--- src/rtl/mem_port_arbiter.sv ---
// mem_port_arbiter
//   Shares one burst memory port between two cache controllers. A requester
//   raises a block request (address + direction), the arbiter grants one of
//   them round-robin, issues the command downstream, then routes exactly
//   BEATS data beats between the owner and memory before re-arbitrating.
//
// Ports
//   clk, rst_n                 clock (rising edge), async active-low reset
//   req_valid/rw/addr/ready    per-requester block command channel
//   wvalid/wdata/wready        per-requester write beat channel
//   rvalid/rready, rdata       per-requester read beat channel (rdata broadcast)
//   m_cmd_*                    memory command channel
//   m_w*                       memory write beat channel (m_wlast generated here)
//   m_r*                       memory read beat channel (m_rlast checked here)
//   err_rlast                  sticky flag: m_rlast disagreed with the beat count
module mem_port_arbiter #(
    parameter int AW    = 32,
    parameter int DW    = 32,
    parameter int BEATS = 16
) (
    input  logic            clk,
    input  logic            rst_n,
    input  logic [1:0]      req_valid,
    input  logic [1:0]      req_rw,
    input  logic [2*AW-1:0] req_addr,
    output logic [1:0]      req_ready,
    input  logic [1:0]      wvalid,
    input  logic [2*DW-1:0] wdata,
    output logic [1:0]      wready,
    output logic [1:0]      rvalid,
    input  logic [1:0]      rready,
    output logic [DW-1:0]   rdata,
    output logic            m_cmd_valid,
    input  logic            m_cmd_ready,
    output logic            m_cmd_rw,
    output logic [AW-1:0]   m_cmd_addr,
    output logic            m_wvalid,
    input  logic            m_wready,
    output logic [DW-1:0]   m_wdata,
    output logic            m_wlast,
    input  logic            m_rvalid,
    output logic            m_rready,
    input  logic [DW-1:0]   m_rdata,
    input  logic            m_rlast,
    output logic            err_rlast
);

    localparam int CW = (BEATS > 1) ? $clog2(BEATS) : 1;
    localparam logic [CW-1:0] LAST_BEAT = CW'(BEATS - 1);

    typedef enum logic [1:0] {IDLE, CMD, WDATA, RDATA} state_t;

    state_t        state;
    logic          owner;
    logic          rr_ptr;
    logic          cmd_rw;
    logic [AW-1:0] cmd_addr;
    logic [CW-1:0] beat_cnt;

    logic win;
    logic is_last;
    logic w_hs;
    logic r_hs;

    // A lone requester wins outright; a tie goes to the favoured one.
    always_comb begin
        case (req_valid)
            2'b01:   win = 1'b0;
            2'b10:   win = 1'b1;
            default: win = rr_ptr;
        endcase
    end

    assign is_last = (beat_cnt == LAST_BEAT);
    assign w_hs    = (state == WDATA) && m_wvalid && m_wready;
    assign r_hs    = (state == RDATA) && m_rvalid && m_rready;

    assign m_cmd_valid = (state == CMD);
    assign m_cmd_rw    = cmd_rw;
    assign m_cmd_addr  = cmd_addr;

    // Data channels are only connected to the owner during its burst;
    // everything else is held at zero.
    always_comb begin
        req_ready = 2'b00;
        wready    = 2'b00;
        rvalid    = 2'b00;
        rdata     = '0;
        m_wvalid  = 1'b0;
        m_wdata   = '0;
        m_wlast   = 1'b0;
        m_rready  = 1'b0;
        case (state)
            CMD: begin
                req_ready[owner] = m_cmd_ready;
            end
            WDATA: begin
                m_wvalid      = wvalid[owner];
                m_wdata       = owner ? wdata[2*DW-1:DW] : wdata[DW-1:0];
                wready[owner] = m_wready;
                m_wlast       = wvalid[owner] && is_last;
            end
            RDATA: begin
                rvalid[owner] = m_rvalid;
                m_rready      = rready[owner];
                rdata         = m_rdata;
            end
            default: begin
            end
        endcase
    end

    always_ff @(posedge clk or negedge rst_n) begin
        if (!rst_n) begin
            state     <= IDLE;
            owner     <= 1'b0;
            rr_ptr    <= 1'b0;
            cmd_rw    <= 1'b0;
            cmd_addr  <= '0;
            beat_cnt  <= '0;
            err_rlast <= 1'b0;
        end else begin
            case (state)
                IDLE: begin
                    if (|req_valid) begin
                        owner    <= win;
                        cmd_rw   <= req_rw[win];
                        cmd_addr <= win ? req_addr[2*AW-1:AW] : req_addr[AW-1:0];
                        state    <= CMD;
                    end
                end
                // Requester inputs are not looked at again here: the latched
                // command is issued even if the requester drops its valid.
                CMD: begin
                    if (m_cmd_ready) begin
                        beat_cnt <= '0;
                        state    <= cmd_rw ? WDATA : RDATA;
                    end
                end
                WDATA: begin
                    if (w_hs) begin
                        if (is_last) begin
                            state  <= IDLE;
                            rr_ptr <= ~owner;
                        end else begin
                            beat_cnt <= beat_cnt + CW'(1);
                        end
                    end
                end
                // The burst length is set by the count; m_rlast is only checked.
                RDATA: begin
                    if (r_hs) begin
                        if (m_rlast != is_last)
                            err_rlast <= 1'b1;
                        if (is_last) begin
                            state  <= IDLE;
                            rr_ptr <= ~owner;
                        end else begin
                            beat_cnt <= beat_cnt + CW'(1);
                        end
                    end
                end
                default: state <= IDLE;
            endcase
        end
    end

endmodule
--- config.mk ---
export PLATFORM = sky130hd
export DESIGN_NAME = mem_port_arbiter
export DESIGN_NICKNAME = d
export VERILOG_FILES = /design/src/rtl/mem_port_arbiter.sv
export SDC_FILE = /design/constraint.sdc
export NUM_CORES = 1
export LEC_CHECK = 0
export CAP_MARGIN = 20
export CELL_PAD_IN_SITES_DETAIL_PLACEMENT = 1
export CELL_PAD_IN_SITES_GLOBAL_PLACEMENT = 1
export CORE_UTILIZATION = 21
export DETAILED_ROUTE_END_ITERATION = 7
export GPL_TIMING_DRIVEN = 0
export PLACE_DENSITY = 0.91
export SYNTH_ARGS = -nofsm -noshare
export SYNTH_HDL_FRONTEND = slang
export SYNTH_SLANG_ARGS = --single-unit
--- constraint.sdc ---
create_clock -name clk -period 4.5 [get_ports clk]
set_input_delay 0.45 -clock clk [delete_from_list [all_inputs] [get_ports clk]]
set_output_delay 0.45 -clock clk [all_outputs]
set_load 0.05 [all_outputs]
==> qor.txt <==
Status: completed
NumNets Final: 792
Initial antenna violation count: 0
Critical-path cell list: clkbuf_1, clkbuf_1, and3_1, clkdlybuf4s50_1
Initial Utilization: 0.2147
Top delay family on crit path: buffers and inverters
Post_cts resized: 0
DRC: 0
Unique masters post-synth: 31
Setup ws final: 1.467 ns
# Max-Cap Violations: 0
Worst hold-check path type: input port to async pin
Most used cell, CP: clkbuf_1
Reg power frac: 0.157
CP max stage delay: 0.85 ns
Setup TNS: 0 ns
Psw: 2445 uW
H-tree depth: 2
Share of the synthesized area in the top cell type: 0.3697
Clock-pin transition on the worst setup and hold timing paths: 0.07 ns
Net Count, Synth: 503
CTS Buf Count: 5
Slew Viols, Final: 0
Post-Syn Area: 2843 um^2
Die H: 118.3 um
CTS tree: done
Register area: 1051 um^2
Worst-Margin Slew: 0.5795 ns
Vias in the first global route: 3914
Setup crit end kind: output pin
Share of layout cells above drive strength 1: 0.04221
Routed Antenna Nets: 0
Via count: 3563
WL per Instance: 17.39 um
CORE AREA: 13240 um^2
WS Path Type: register to output pin
Slowest CP cell: clkdlybuf4s50_1
Root buf cell: clkbuf_16
Clock tree buffer depth: 2
Sequential share of the synthesized area: 0.3697
Number of detailed-route iterations in the first pass: 4
Wirelength, routed: 13770 um
Tcrit/Tclk final: 0.6740
Cells after synthesis: 326
Setup WS pre-CTS: 1.734 ns
Die X: 118.3 um
Footprint of the multi-input gates: 1648 um^2
Unrepaired setup endpoints after global routing: false
CTS sink count: 42
Via-to-Cell Ratio: 4.499
Upper clock frequency limit: 0.3297 GHz
Final setup viols: 0
Synthesized flop and latch total: 42
GRT Util Overall: 0.1978
Top cells by area, synth: dfrtp_1 37%, mux2i_1 24%, nor2_1 9.5%
Row count: 42
First-pass GRT wire length: 21650 um
Fin Hold WS: 0.05845 ns
Routability congestion estimate: 0.8708
Max-slew headroom: 0.6125
IO buf count: 281
Int Pwr: 1981 uW
Antenna cell count: 0
Post-layout min period: 3.033 ns
Number of setup buffers added after CTS: 0
Final Cell Area: 6057 um^2
Skew final: 0.008899 ns
Peak supply drop: 367.8 uV
Clock share of power: 0.093
Cell Area, Placed: 5891 um^2
Bufs and invs on worst path: 3
Final Hold Vio Count: 0
Ys flop type: dfrtp_1
Drt first-iter violations: 76
CP required: 4.05 ns
Arr. time, crit path: 2.58 ns
Synth Warn #: 0
Yosys top cell by area: dfrtp_1
I/O pin cnt: 282
Area Growth Syn to Fin: 113.1%
Pwr dens: 730.7 nW/um^2
Asr flop ratio synth: 1.000
Net Sw Frac: 0.5524
Comb power frac: 0.750
Leak Pwr: 0.002679 uW
DIE AREA: 14010 um^2
Crit-path max FO: 10
Worst-Skew Late Latency: 0.28 ns
Global route overflow: 0
Setup crit start kind: register
Avg Cell Area, Syn: 8.720 um^2
Largest net degree at the start of global routing: 31
Most common cell in the netlist: nor2_1
Post-synth EDFFs: 0
DP HPWL: 11730 um
Hold-fix buffers, CTS: 0
Most common library cells after synthesis: 72 x nor2_1, 67 x mux2i_1, 42 x dfrtp_1
Fillers: 1512
-- worst paths after layout --
| path | to | depth (start not counted) | start | slack, ns |
|---|---|---|---|---|
| worst max register to register | m_cmd_addr[11]$_DFFE_PN0P_ | 4 | state[1]$_DFFE_PN0P_ | 2.68 |
| worst min-delay path | m_cmd_addr[15]$_DFFE_PN0P_ | 1 | rst_n | 0.06 |
| min in group clk | err_rlast$_DFFE_PN0P_ | 1 | err_rlast$_DFFE_PN0P_ | 0.50 |
| max in group asynchronous | err_rlast$_DFFE_PN0P_ | 2 | rst_n | 3.96 |
| worst max-delay path | rdata[16] | 4 | state[1]$_DFFE_PN0P_ | 1.47 |
| worst min register to register | err_rlast$_DFFE_PN0P_ | 1 | err_rlast$_DFFE_PN0P_ | 0.50 |
-- routing by layer --
metal | wire length [um] | global-route usage
met1 | 5228 | 0.2086
met5 | 0 | 0
met3 | 1128 | 0.06178
met2 | 7111 | 0.3721
met4 | 301 | 0.05849
-- cell type report --
cell class / instances / area share
well taps: 176 / 0.03636
plain buffers: 26 / 0.01942
flip-flops and latches: 42 / 0.1735
clock buffers: 6 / 0.02128
inverters: 7 / 0.004338
repair buffers: 282 / 0.4668
clock inverters: 2 / 0.006197
multi-input cells: 251 / 0.2721
-- power by group through the flow --
stage | Clock [uW] | Sequential (uW) | Combinational [uW]
6_report | 413 | 694 | 3320
5_1_grt | 443 | 722 | 3500
4_1_cts | 429 | 696 | 3350
3_5_place_dp | 0 | 699 | 3350
3_3_place_gp | 0 | 683 | 3270
2_1_floorplan | 0 | 1200 | 1640
-- worst register-to-register path: stages, from the launching register on --
cell and delay (ns):
dfrtp_1 0.49, nor3_2 0.48, buf_2 0.33, buf_2 0.28
a21oi_1 0.11
-- sequential cells by signal, indices dropped and copies added (netlist names) --
signal	cells
beat_cnt	4
err_rlast	1
m_cmd_addr	32
m_cmd_rw	1
owner	1
rr_ptr	1
state	2
-- through the flow --
step,total power (uW),instances,utilization
final,4426,792,0.4574
after global routing,4663,792,0.4574
after CTS,4478,792,0.4574
after detailed placement,4044,784,0.4448
after global placement,3951,783,0.4437
after floorplan,2839,326,-
-- cells in the final DEF, fill, tap and decap left out, types with 2 or more instances in the layout --
master / netlist / final
o21ai_1: 2 / 2
nor3_1: 2 / 2
nor2_1: 72 / 72
o211ai_1: 2 / 2
clkdlybuf4s50_1: 0 / 280
inv_1: 7 / 7
nand3b_1: 2 / 2
and2_1: 3 / 3
nor2b_1: 3 / 3
nand3_1: 4 / 4
dfrtp_1: 42 / 42
ha_1: 3 / 3
a21oi_1: 36 / 36
clkbuf_16: 0 / 5
buf_4: 3 / 3
buf_2: 7 / 8
clkbuf_1: 16 / 17
nand2_1: 9 / 9
mux2i_1: 67 / 67
and3_1: 33 / 33
-- logic make-up after synthesis --
| family | Yosys count | share of synthesized area |
|---|---|---|
| fa+ha+maj | 3 | 0.01321 |
| compound gates | 44 | 0.08494 |
| flops | 42 | 0.3697 |
| simple gates | 132 | 0.2214 |
| xor+xnor | 1 | 0.003082 |
| buf+inv | 33 | 0.05062 |
| mux | 71 | 0.2570 |
No activity file was read; power rests on OpenSTA's default activity.
